**src/rtl/noc_sim_pkg.sv**
```systemverilog
// noc_sim_pkg: shared constants for the generator/FIFO/sink link model
package noc_sim_pkg;
  localparam int FIFO_DEPTH = 4;
  localparam logic [1:0] BP_STALL = 2'd3;
endpackage

```
**src/rtl/noc_link_fifo.sv**
```systemverilog
// noc_link_fifo: registered-count FIFO; push is refused whenever full, regardless of a same-cycle pop
module noc_link_fifo #(
  parameter int WIDTH = 32,
  parameter int DEPTH = 4
) (
  input  logic             clk,
  input  logic             rst,
  input  logic             push_i,
  input  logic [WIDTH-1:0] data_i,
  input  logic             pop_i,
  output logic [WIDTH-1:0] data_o,
  output logic             full_o,
  output logic             empty_o
);
  localparam int AW = $clog2(DEPTH);
  localparam int CW = $clog2(DEPTH + 1);
  logic [WIDTH-1:0] mem_q [DEPTH];
  logic [AW-1:0] wr_q, wr_d, rd_q, rd_d;
  logic [CW-1:0] count_q, count_d;
  logic wr, rd;
  assign full_o  = count_q == CW'(DEPTH);
  assign empty_o = count_q == '0;
  assign data_o  = mem_q[rd_q];
  always_comb begin
    wr = push_i & ~full_o;
    rd = pop_i & ~empty_o;
    wr_d = wr ? (wr_q == AW'(DEPTH - 1) ? '0 : wr_q + AW'(1)) : wr_q;
    rd_d = rd ? (rd_q == AW'(DEPTH - 1) ? '0 : rd_q + AW'(1)) : rd_q;
    count_d = (wr & ~rd) ? count_q + CW'(1) : (rd & ~wr) ? count_q - CW'(1) : count_q;
  end
  always_ff @(posedge clk or posedge rst)
    if (rst) begin
      wr_q <= '0;
      rd_q <= '0;
      count_q <= '0;
    end else begin
      wr_q <= wr_d;
      rd_q <= rd_d;
      count_q <= count_d;
    end
  always_ff @(posedge clk)
    if (wr) mem_q[wr_q] <= data_i;
endmodule

```
**src/rtl/noc_sim_wrapper.sv**
```systemverilog
// noc_sim_wrapper: self-contained traffic generator -> link FIFO -> checking sink, status on out
module noc_sim_wrapper
  import noc_sim_pkg::*;
#(
  parameter int WIDTH = 32,
  parameter int ERR_INJECT_AT = 0
) (
`ifdef DIFF_REFCLK
  input  logic             ref_clk_p,
  input  logic             ref_clk_n,
`else
  input  logic             ref_clk,
`endif
  input  logic             rst,
  output logic [WIDTH-1:0] out
);
  logic clk;
`ifdef DIFF_REFCLK
  logic unused_ref_n;
  assign clk = ref_clk_p;
  assign unused_ref_n = ref_clk_n;
`else
  assign clk = ref_clk;
`endif
  logic [WIDTH-1:0] seq_q, seq_d, exp_q, exp_d, word, fifo_data;
  logic [WIDTH-2:0] cnt_q, cnt_d;
  logic [1:0] bp_q, bp_d;
  logic err_q, err_d, full, empty, push, pop;
  noc_link_fifo #(.WIDTH(WIDTH), .DEPTH(FIFO_DEPTH)) u_fifo (
    .clk(clk), .rst(rst), .push_i(push), .data_i(word), .pop_i(pop),
    .data_o(fifo_data), .full_o(full), .empty_o(empty)
  );
  always_comb begin
    push = ~full;
    word = (ERR_INJECT_AT != 0 && seq_q == WIDTH'(ERR_INJECT_AT)) ? seq_q ^ WIDTH'(1) : seq_q;
    seq_d = push ? seq_q + WIDTH'(1) : seq_q;
    pop = ~empty & (bp_q != BP_STALL);
    bp_d = bp_q + 2'd1;
    exp_d = pop ? exp_q + WIDTH'(1) : exp_q;
    cnt_d = (pop & ~&cnt_q) ? cnt_q + (WIDTH-1)'(1) : cnt_q;
    err_d = err_q | (pop & (fifo_data != exp_q));
  end
  always_ff @(posedge clk or posedge rst)
    if (rst) begin
      seq_q <= WIDTH'(1);
      exp_q <= WIDTH'(1);
      bp_q <= '0;
      cnt_q <= '0;
      err_q <= 1'b0;
    end else begin
      seq_q <= seq_d;
      exp_q <= exp_d;
      bp_q <= bp_d;
      cnt_q <= cnt_d;
      err_q <= err_d;
    end
  assign out = {err_q, cnt_q};
endmodule

```
**config.mk**
```make
export PLATFORM = sky130hd
export DESIGN_NAME = noc_sim_wrapper
export DESIGN_NICKNAME = d
export VERILOG_FILES = /design/src/rtl/noc_sim_pkg.sv /design/src/rtl/noc_link_fifo.sv /design/src/rtl/noc_sim_wrapper.sv
export SDC_FILE = /design/constraint.sdc
export NUM_CORES = 1
export LEC_CHECK = 0
export ABC_AREA = 1
export BUFFER_PORTS_ARGS = -buffer_cell sky130_fd_sc_hd__buf_2
export CAP_MARGIN = 20
export CORE_ASPECT_RATIO = 0.8
export CORE_MARGIN = 10
export CORE_UTILIZATION = 40
export CTS_BUF_LIST = sky130_fd_sc_hd__clkbuf_8
export DETAILED_ROUTE_END_ITERATION = 8
export GPL_TIMING_DRIVEN = 0
export PLACE_DENSITY = 0.65
export RECOVER_POWER = 25
export SETUP_SLACK_MARGIN = 0.3
export SLEW_MARGIN = 20
export SYNTH_ARGS = -nofsm -noshare
export SYNTH_HDL_FRONTEND = slang
export SYNTH_SLANG_ARGS = --single-unit
export TNS_END_PERCENT = 5
```
**constraint.sdc**
```tcl
create_clock -name ref_clk -period 4.6 [get_ports ref_clk]
set_clock_uncertainty 0.1 [all_clocks]
set_input_delay 0.92 -clock ref_clk [delete_from_list [all_inputs] [get_ports ref_clk]]
set_output_delay 0.92 -clock ref_clk [all_outputs]
set_load 0.01 [all_outputs]
```
==> run metrics, run 1 <==
final critical-path required period=2220 ps; FF-to-FF End=cnt_q[12]$_DFFE_PP0P_; R2R setup slack=2400 ps; WP data arrival=1200 ps; clock power share=0.454; area delta synth->final=14.1%; htree depth=2; vias=7,882; most common cell in the netlist=nand2_1; largest net degree at the start of global routing=62; Overflow after GRT=0; synth cell count leaders=nand2_1, edfxtp_1, nand3_1, dfrtp_1, inv_1; Critical-path top delay cell=dfrtp_1; Synth async-reset ratio=0.451; path depth of the worst reg2reg path=11; Post-CTS Setup Repair Bufs=0; Port Buf Inserts=33; Post-CTS Resized=0; Hold WS=318 ps; VDD IR-drop max=161 uV; Hold Path Origin=bp_q[0]$_DFF_PP0_; Row Count=54; CTS buffer count=39; die area=34,600 um^2; critical path, cell by cell=buf_2; Root Buffer=clkbuf_8; Syn Nets=1,145; IO Pins=34; CP startpoint=cnt_q[20]$_DFFE_PP0P_; sequential share of the synthesized area=0.587; gr usage total=0.153; CTS sink cnt=233; Synth Area per Inst=9.73 um^2; Ant. Diodes=0; DRT antenna net count=0; Synth Cell Area=11,000 um^2; global placer's final weighted congestion=0.916; reg-to-reg critical path startpoint=cnt_q[0]$_DFFE_PP0P_; cts hold-fix bufs=0; vias in the first global route=7,416; slowest stage delay, CP=480 ps; crit path max fanout=6; initial antenna violation count=0; crit path kind=flop to primary output; CP Buf/Inv Count=1; final wirelength=26.1 mm; Pint=3.20 mW; Worst EP required=3580 ps; CTS tree=built; top cell type's share of synthesized area=0.349; post-synthesis cell count=1,133; Ys Warns=0; Main synth FF type=edfxtp_1; sw frac=0.208; drt first pass iters=5; RSZ-0062 raised after global routing=false; Worst Hold Path Cells=1; FMAX=451 MHz; P_sw=0.841 mW; CP Capture Type=primary output; Final Hold Fails=0; worst min path class=flop to flop; Max Slew Vio Count=45; DR vias/cell=4.91; Reg power frac=0.541; failing checks=capacitance limit, slew limit; Max Buffers Root-to-Sink=3; layout cells sized above 1=0.137; top post-synthesis cells by area=edfxtp_1, dfrtp_1, nand2_1, xor2_1, nand3_1; Final Power=4.04 mW; Core Area=27,200 um^2; final setup violating endpoints=0; Power per Cell Area=322 nW/um^2; nets@finish=1,224; Post-synth EDFFs=128; Core Util, Final=0.462; Worst Setup Start Kind=flop; Worst-Skew Late Latency=530 ps; Slew @ Worst Pin=2160 ps; WL per Instance=16.3 um; Die Y=168 um; final period utilization=0.482; Max-cap violations=1; Gate power share=0.005; global-route wire length before repair=41.7 mm; die width=206 um; Synth area leader=edfxtp_1; status=complete, but fails checks; Initial Util=0.405; Seq cells post-synth=233; DP Wirelength=18.4 mm; cell family with most CP delay=flip-flops; Static Leak=5.45 nW; Worst slew margin=-0.449; CTS clk-pin slew, worst paths=60 ps; starting DRC count in detailed routing=732; Hold EP=bp_q[0]$_DFF_PP0_; drt drc=0; Synth cell types=37
-- cells in the final DEF, fill, tap and decap left out, types with 9 or more instances in the layout --
cell / n
nand2_1: 377
edfxtp_1: 128
nand3_1: 123
inv_1: 107
dfrtp_1: 103
xor2_1: 82
nor2_1: 61
buf_2: 50
clkbuf_8: 42
nor3_1: 26
nand4_1: 13
xnor2_1: 12
nor2_4: 11
o21ai_0: 11
nor2_2: 10
ha_1: 9
-- per-layer routing --
| layer | up-vias | routed length [um] | global-route usage | share of wire |
|---|---|---|---|---|
| li1 | 3857 | - | - | - |
| met1 | 3772 | 12800 | 0.230 | 0.49 |
| met2 | 214 | 11100 | 0.218 | 0.43 |
| met4 | 0 | 453 | 0.0472 | 0.017 |
| met5 | - | 0 | 0 | 0 |
| met3 | 39 | 1770 | 0.0258 | 0.068 |
-- worst max-delay path by stage --
stage / to / cells past startpoint
2_1_floorplan: bp_q[0]$_DFF_PP0_ / 1
3_3_place_gp: seq_q[28]$_DFFE_PP0P_ / 2
3_5_place_dp: err_q$_DFF_PP0_ / 14
4_1_cts: out[27] / 1
5_1_grt: u_fifo.rd_q[0]$_DFFE_PP0P_ / 2
6_report: out[20] / 1
-- power groups by stage --
stage               clock, mW  sequential [mW]  combinational (mW)
floorplan                   0             2.23              0.0134
global placement            0             2.23              0.0203
detailed placement          0             2.23              0.0238
CTS                      1.87             2.19              0.0241
global route             1.97             2.19              0.0262
finish                   1.84             2.19              0.0217
-- worst register-to-register path, stage by stage (launching register included) --
cell and delay, ps:
dfrtp_1 430, ha_1 190, inv_1 120, nor2_2 170, nand2_1 180, nor2_2 190, nand2_1 120, nand2_4 190
inv_2 100, buf_6 160, nand2_1 90, o21ai_2 60
-- final cells by class --
| cell class | count | area [um^2] |
|---|---|---|
| clock inverter | 29 | 199 |
| inverter | 101 | 380 |
| clock buffer | 42 | 578 |
| multi-input combinational | 771 | 4010 |
| buffer | 28 | 183 |
| fill | 2564 | 14700 |
| tap | 364 | 455 |
| timing repair buffer | 38 | 288 |
| sequential | 233 | 6470 |
-- sequential cells by signal, summed over array words and instances (netlist names) --
signal and count:
bp_q 2, u_fifo.wr_q 2, err_q 1, seq_q 32, u_fifo.mem_q 128, cnt_q 31
u_fifo.rd_q 2, u_fifo.count_q 3, exp_q 32
-- cell families (layout without fill, tap and decap cells) --
| logic type | count (synthesis) | count (layout) | synth area share |
|---|---|---|---|
| mux | 1 | 1 | 0.00102 |
| fa+ha+maj | 10 | 10 | 0.0120 |
| xor+xnor | 94 | 94 | 0.0747 |
| compound gates | 19 | 19 | 0.0120 |
| simple gates | 647 | 647 | 0.262 |
| buf+inv | 129 | 238 | 0.0510 |
| flops | 233 | 233 | 0.587 |
-- metrics by stage --
stage                     setup WS [ps]  TNS, ps  std cells  cell area [um^2]
after floorplan                     823        0       1133             11000
after global placement             -711   -71890       1530             11600
after detailed placement           2370        0       1535             11800
after CTS                          2340        0       1606             12600
after global routing               2160        0       1606             12600
final                              2380        0       1606             12600
Power figures use the tool's default switching activity.
==> run 2, diff against run 1 <==
- clock period: 4.6 -> 2.2 ns (I/O delays scaled with it)
==> run metrics, run 2 (synthesis gave the netlist of run 1 again) <==
P_sw=1.76 mW (+110%); initial antenna violation count=0 (unchanged); global placer's final weighted congestion=0.926 (+1.1%); vias=8,086 (+2.6%); layout cells sized above 1=0.210 (+0.0736); Initial Util=0.405 (unchanged); CP Capture Type=flop; WL per Instance=16.3 um (+0.28%); Gate power share=0.006 (about the same); RSZ-0062 raised after global routing=true; DRT antenna net count=0 (unchanged); DR vias/cell=4.91 (about the same); Critical-path top delay cell=dfrtp_1; Pint=6.56 mW (+100%); starting DRC count in detailed routing=640 (-13%); Die Y=168 um (unchanged); gr usage total=0.152 (-0.000243); setup ws final=176 ps (-2210 ps); crit path max fanout=6 (unchanged); Max Slew Vio Count=0 (-100%); global-route wire length before repair=41.6 mm (-0.20%); Largest register FFs=128 (unchanged); CTS sink cnt=233 (unchanged); Final Cell Area=13,300 um^2 (+5.8%); Max Buffers Root-to-Sink=3 (unchanged); Final Hold Fails=0 (unchanged); Biggest register=u_fifo.mem_q; CTS buffer count=39 (unchanged); final wirelength=26.9 mm (+2.8%); Static Leak=5.75 nW (+5.5%); worst min path class=flop to flop; crit path kind=flop to flop; IO Pins=34 (unchanged); Top Registers=u_fifo.mem_q: 128 flops, exp_q: 32 flops, seq_q: 32 flops; area delta synth->final=20.7%; Worst Setup Start Kind=flop; CTS tree=built; Overflow after GRT=0 (unchanged); CP Buf/Inv Count=1 (unchanged); cell family with most CP delay=simple AND/OR/NAND/NOR gates; htree depth=2 (unchanged); die width=206 um (unchanged); largest net degree at the start of global routing=34 (-45%); Worst slew margin=0.596 (+1.04); clock power share=0.444 (-0.010); final setup violating endpoints=0 (unchanged); sw frac=0.212 (+0.00365); Ant. Diodes=0 (unchanged); Row Count=54 (unchanged); WP data arrival=2360 ps (+1160 ps); final setup TNS=0 ps (unchanged); vias in the first global route=7,481 (+0.88%); Power per Cell Area=626 nW/um^2 (+95%); Core Util, Final=0.488 (+0.0267); final critical-path required period=2020 ps; nets@finish=1,266 (+3.4%); critical path, cell by cell=ha_2 -> inv_1 -> nand2_2 -> nor2_4 -> nand2_4 -> nor2_4 -> nand2_4 -> nor2_4 -> nand4_1 -> xor2_1; commonest non-fill, non-tap cell in the layout=nand2_1; worst slack, placed=-18.6 ps (-2390 ps); most used cell, CP=nor2_4; CTS clk-pin slew, worst paths=60 ps (about the same); slowest stage delay, CP=380 ps (-100 ps); area of placed instances=11,800 um^2 (+0.33%); Core Area=27,200 um^2 (unchanged); placed insts=1,537 (+0.13%); most frequent cells in the layout=nand2_1, edfxtp_1, nand3_1; Root Buffer=clkbuf_8; Worst EP required=2540 ps (-1040 ps); Worst-Skew Late Latency=550 ps (+20 ps); DP Wirelength=18.6 mm (+1.0%); VDD IR-drop max=346 uV (+120%); status=completed; drt first pass iters=5 (unchanged); final period utilization=0.920; Port Buf Inserts=33 (unchanged); Fill cells=2,424 (-5.5%); drt drc=0 (unchanged); Max-cap violations=0 (-1); FMAX=494 MHz; Reg power frac=0.549 (+0.008); Slew @ Worst Pin=605 ps (-1560 ps); fin cells=1,647 (+2.6%); die area=34,600 um^2 (unchanged)
-- run 2: cell types whose count changed in the layout (fill, tap and decap cells not counted), moves of 13 or more --
cell     change
nand2_2     +13
buf_2       -14
nand2_1     -15
nand3_2     +14
buf_4       +35
nand3_1     -16
-- run 2: routing by layer --
metal / vias up / share of wire / wire length [um] / global-route usage
li1: 3941 / - / - / -
met3: 34 / 0.074 / 2000 / 0.0366
met2: 236 / 0.43 / 11500 / 0.211
met5: - / 0 / 0 / 0
met4: 0 / 0.014 / 379 / 0.0444
met1: 3875 / 0.48 / 13000 / 0.229
-- run 2: cell type report --
class	count	area, um^2	share of cell area
Tap cell	364	455	0.0342
Buffer	28	319	0.0240
Clock inverter	25	125	0.00941
Inverter	101	392	0.0295
Sequential cell	233	6490	0.488
Multi-Input combinational cell	771	4240	0.319
Clock buffer	45	619	0.0466
Timing Repair Buffer	80	659	0.0496
-- run 2: path summary, 6_finish.rpt --
kind | start | endpoint | slack [ps] | cells past startpoint
worst max-delay path | bp_q[0]$_DFF_PP0_ | exp_q[24]$_DFFE_PP0P_ | 180 | 10
worst min-delay path | bp_q[0]$_DFF_PP0_ | bp_q[0]$_DFF_PP0_ | 320 | 1
worst max register to register | bp_q[0]$_DFF_PP0_ | exp_q[24]$_DFFE_PP0P_ | 180 | 10
worst min register to register | bp_q[0]$_DFF_PP0_ | bp_q[0]$_DFF_PP0_ | 320 | 1
max in group asynchronous | rst | seq_q[0]$_DFFE_PP1P_ | 740 | 5
min in group asynchronous | rst | exp_q[11]$_DFFE_PP0P_ | 420 | 3
-- run 2: per-stage QoR --
stage | total power, mW | hold WS [ps]
3_5_place_dp | 4.72 | 316
6_report | 8.32 | 325
2_1_floorplan | 4.69 | 301
4_1_cts | 8.37 | 366
3_3_place_gp | 4.70 | 312
5_1_grt | 8.60 | 360
-- run 2: what timing repair did --
| action | 4_1_cts | 5_1_grt |
|---|---|---|
| setup endpoints to repair | 140 | 121 |
| hold buffers | 1 | 0 |
| endpoints found under the hold margin | 23 | 0 |
| resized for setup | 19 | 113 |
| pin swaps | 12 | 30 |
| buffers inserted | 12 | 27 |
-- run 2: power by group through the flow --
stage	Clock, mW	Combinational [mW]	Sequential, mW
2_1_floorplan	0	0.0284	4.66
3_3_place_gp	0	0.0431	4.66
3_5_place_dp	0	0.0561	4.66
4_1_cts	3.74	0.0582	4.57
5_1_grt	3.97	0.0636	4.57
6_report	3.70	0.0540	4.57
==> run 3, diff against run 2 <==
- CORE_UTILIZATION: 40 -> 30
- PLACE_DENSITY: 0.65 -> 0.54
==> run metrics, run 3 (synthesis gave the netlist of run 1 again) <==
status=completed; Max Slew Vio Count=0 (unchanged); gr usage total=0.124 (-0.0287); Power per Cell Area=636 nW/um^2 (+1.6%); Static Leak=5.72 nW (-0.55%); WL met1=14.1 mm (+8.8%); CTS tree=built; Pint=6.61 mW (+0.68%); critical path, cell by cell=nor2_4 -> nand2_4 -> clkinvlp_4 -> nor2_4 -> buf_16; Port Buf Inserts=33 (unchanged); Fill cells=3,619 (+49%); starting DRC count in detailed routing=573 (-10%); cell family with most CP delay=simple AND/OR/NAND/NOR gates; Die Y=191 um (+14%); area of the multi-input gates=4130 um^2 (-2.5%); most frequent cells in the layout=nand2_1, edfxtp_1, nand3_1; setup ws final=165 ps (-11.2 ps); final period utilization=0.925 (+0.00510); most used cell, CP=nor2_4; layout cells sized above 1=0.191 (-0.0197); htree depth=2 (unchanged); largest net degree at the start of global routing=33 (-2.9%); Overflow after GRT=0 (unchanged); VDD IR-drop max=296 uV (-14%); FMAX=491 MHz (-0.55%); nets@finish=1,258 (-0.63%); vias=8,004 (-1.0%); CTS buffer count=41 (+5.1%); final critical-path required period=2040 ps (+11.2 ps); drt drc=0 (unchanged); routed wl met2=12.0 mm (+4.3%); drt first pass iters=4 (-1); final wirelength=27.9 mm (+3.9%); fin cells=1,759 (+6.8%); Register Area=6490 um^2 (about the same); Worst-Skew Late Latency=560 ps (about the same); Reg power frac=0.542 (-0.007); Core Area=36,100 um^2 (+32%); vias in the first global route=7,595 (+1.5%); Critical-path top delay cell=nor2_4; DRT antenna net count=0 (unchanged); metal3 WL=1.33 mm (-33%); Hold WS=321 ps (-3.65 ps); Top Registers=u_fifo.mem_q: 128 flops, exp_q: 32 flops, seq_q: 32 flops; die width=234 um (+14%); DP Wirelength=19.5 mm (+4.7%); DR vias/cell=4.55 (-7.3%); placed insts=1,653 (+7.5%); Max Buffers Root-to-Sink=3 (unchanged); sw frac=0.217 (+0.00501); Ant. Diodes=0 (unchanged); Worst EP required=2330 ps (-210 ps); CP Buf/Inv Count=2 (+1); WP data arrival=2160 ps (-200 ps); Top Metal Used=met4; Final Hold Fails=0 (unchanged); global placer's final weighted congestion=0.859 (-7.3%); Worst slew margin=0.492 (-0.104); Slew @ Worst Pin=761 ps (+156 ps); IO Pins=34 (unchanged); final setup violating endpoints=0 (unchanged); Worst Setup Start Kind=flop; crit path kind=flop to flop; CTS sink cnt=233 (unchanged); RSZ-0062 raised after global routing=true; P_sw=1.83 mW (+3.7%); Biggest register=u_fifo.mem_q; WL per Instance=15.9 um (-2.7%); Root Buffer=clkbuf_8; final setup TNS=0 ps (unchanged); global-route wire length before repair=43.6 mm (+4.7%); CTS clk-pin slew, worst paths=50 ps (about the same); Initial Util=0.305 (-0.0992); crit path max fanout=18 (+12); worst slack, placed=-15.1 ps (+3.52 ps); Largest register FFs=128 (unchanged); Row Count=62 (+15%); Max-cap violations=0 (unchanged); slowest stage delay, CP=550 ps (+170 ps); initial antenna violation count=0 (unchanged); Gate power share=0.007 (about the same); commonest non-fill, non-tap cell in the layout=nand2_1; die area=44,800 um^2 (+30%); worst min path class=flop to flop; clock power share=0.451 (+0.007); area delta synth->final=20.4%; CP Capture Type=flop
-- run 3: cell types whose count changed in the layout (fill, tap and decap cells not counted), moves of 8 or more --
cell / change
nand3_1: +10
nand3_2: -9
nand2_1: +9
nand2_2: -8
buf_4: -11
-- run 3: cell type report --
class                      instances  share of cell area
sequential                       233               0.489
multi-input combinational        772               0.312
clock buffer                      49              0.0508
tap                              480              0.0453
timing repair buffer              69              0.0435
inverter                         101              0.0295
buffer                            28              0.0216
clock inverter                    27             0.00840
-- run 3: power groups by stage --
stage	clock (mW)	combinational (mW)	sequential (mW)
finish	3.80	0.0573	4.57
global route	4.10	0.0671	4.57
floorplan	0	0.0284	4.66
detailed placement	0	0.0596	4.66
CTS	3.89	0.0614	4.57
global placement	0	0.0441	4.66
-- run 3: metrics by stage --
stage	total power [mW]	util	area (um^2)
after floorplan	4.69	-	11000
after global placement	4.70	0.327	11800
after detailed placement	4.72	0.332	12000
after CTS	8.53	0.356	12800
after global routing	8.73	0.368	13300
final	8.43	0.368	13300
-- run 3: path summary, 6_finish.rpt --
kind,from,end,slack (ps),cells after the start
setup / recovery,u_fifo.count_q[1]$_DFFE_PP0P_,u_fifo.mem_q[2][26]$_DFFE_PP_,160,5
hold / removal,bp_q[0]$_DFF_PP0_,bp_q[0]$_DFF_PP0_,320,1
setup reg to reg,u_fifo.count_q[1]$_DFFE_PP0P_,u_fifo.mem_q[2][26]$_DFFE_PP_,160,5
hold reg to reg,bp_q[0]$_DFF_PP0_,bp_q[0]$_DFF_PP0_,320,1
max in group asynchronous,rst,seq_q[0]$_DFFE_PP1P_,660,5
min in group asynchronous,rst,cnt_q[13]$_DFFE_PP0P_,480,3
-- run 3: repair_timing --
action,CTS,global route
endpoints found under the hold margin,26,0
resized for setup,3,86
hold buffers,1,0
pin swaps,0,10
cloned,0,1
setup endpoints to repair,177,164
setup buffers,3,25
-- run 3: layer usage --
metal  vias up  GRT usage
met4         0     0.0337
li1       3926          -
met5         -          0
met2       174      0.180
met3        44     0.0194
met1      3860      0.185
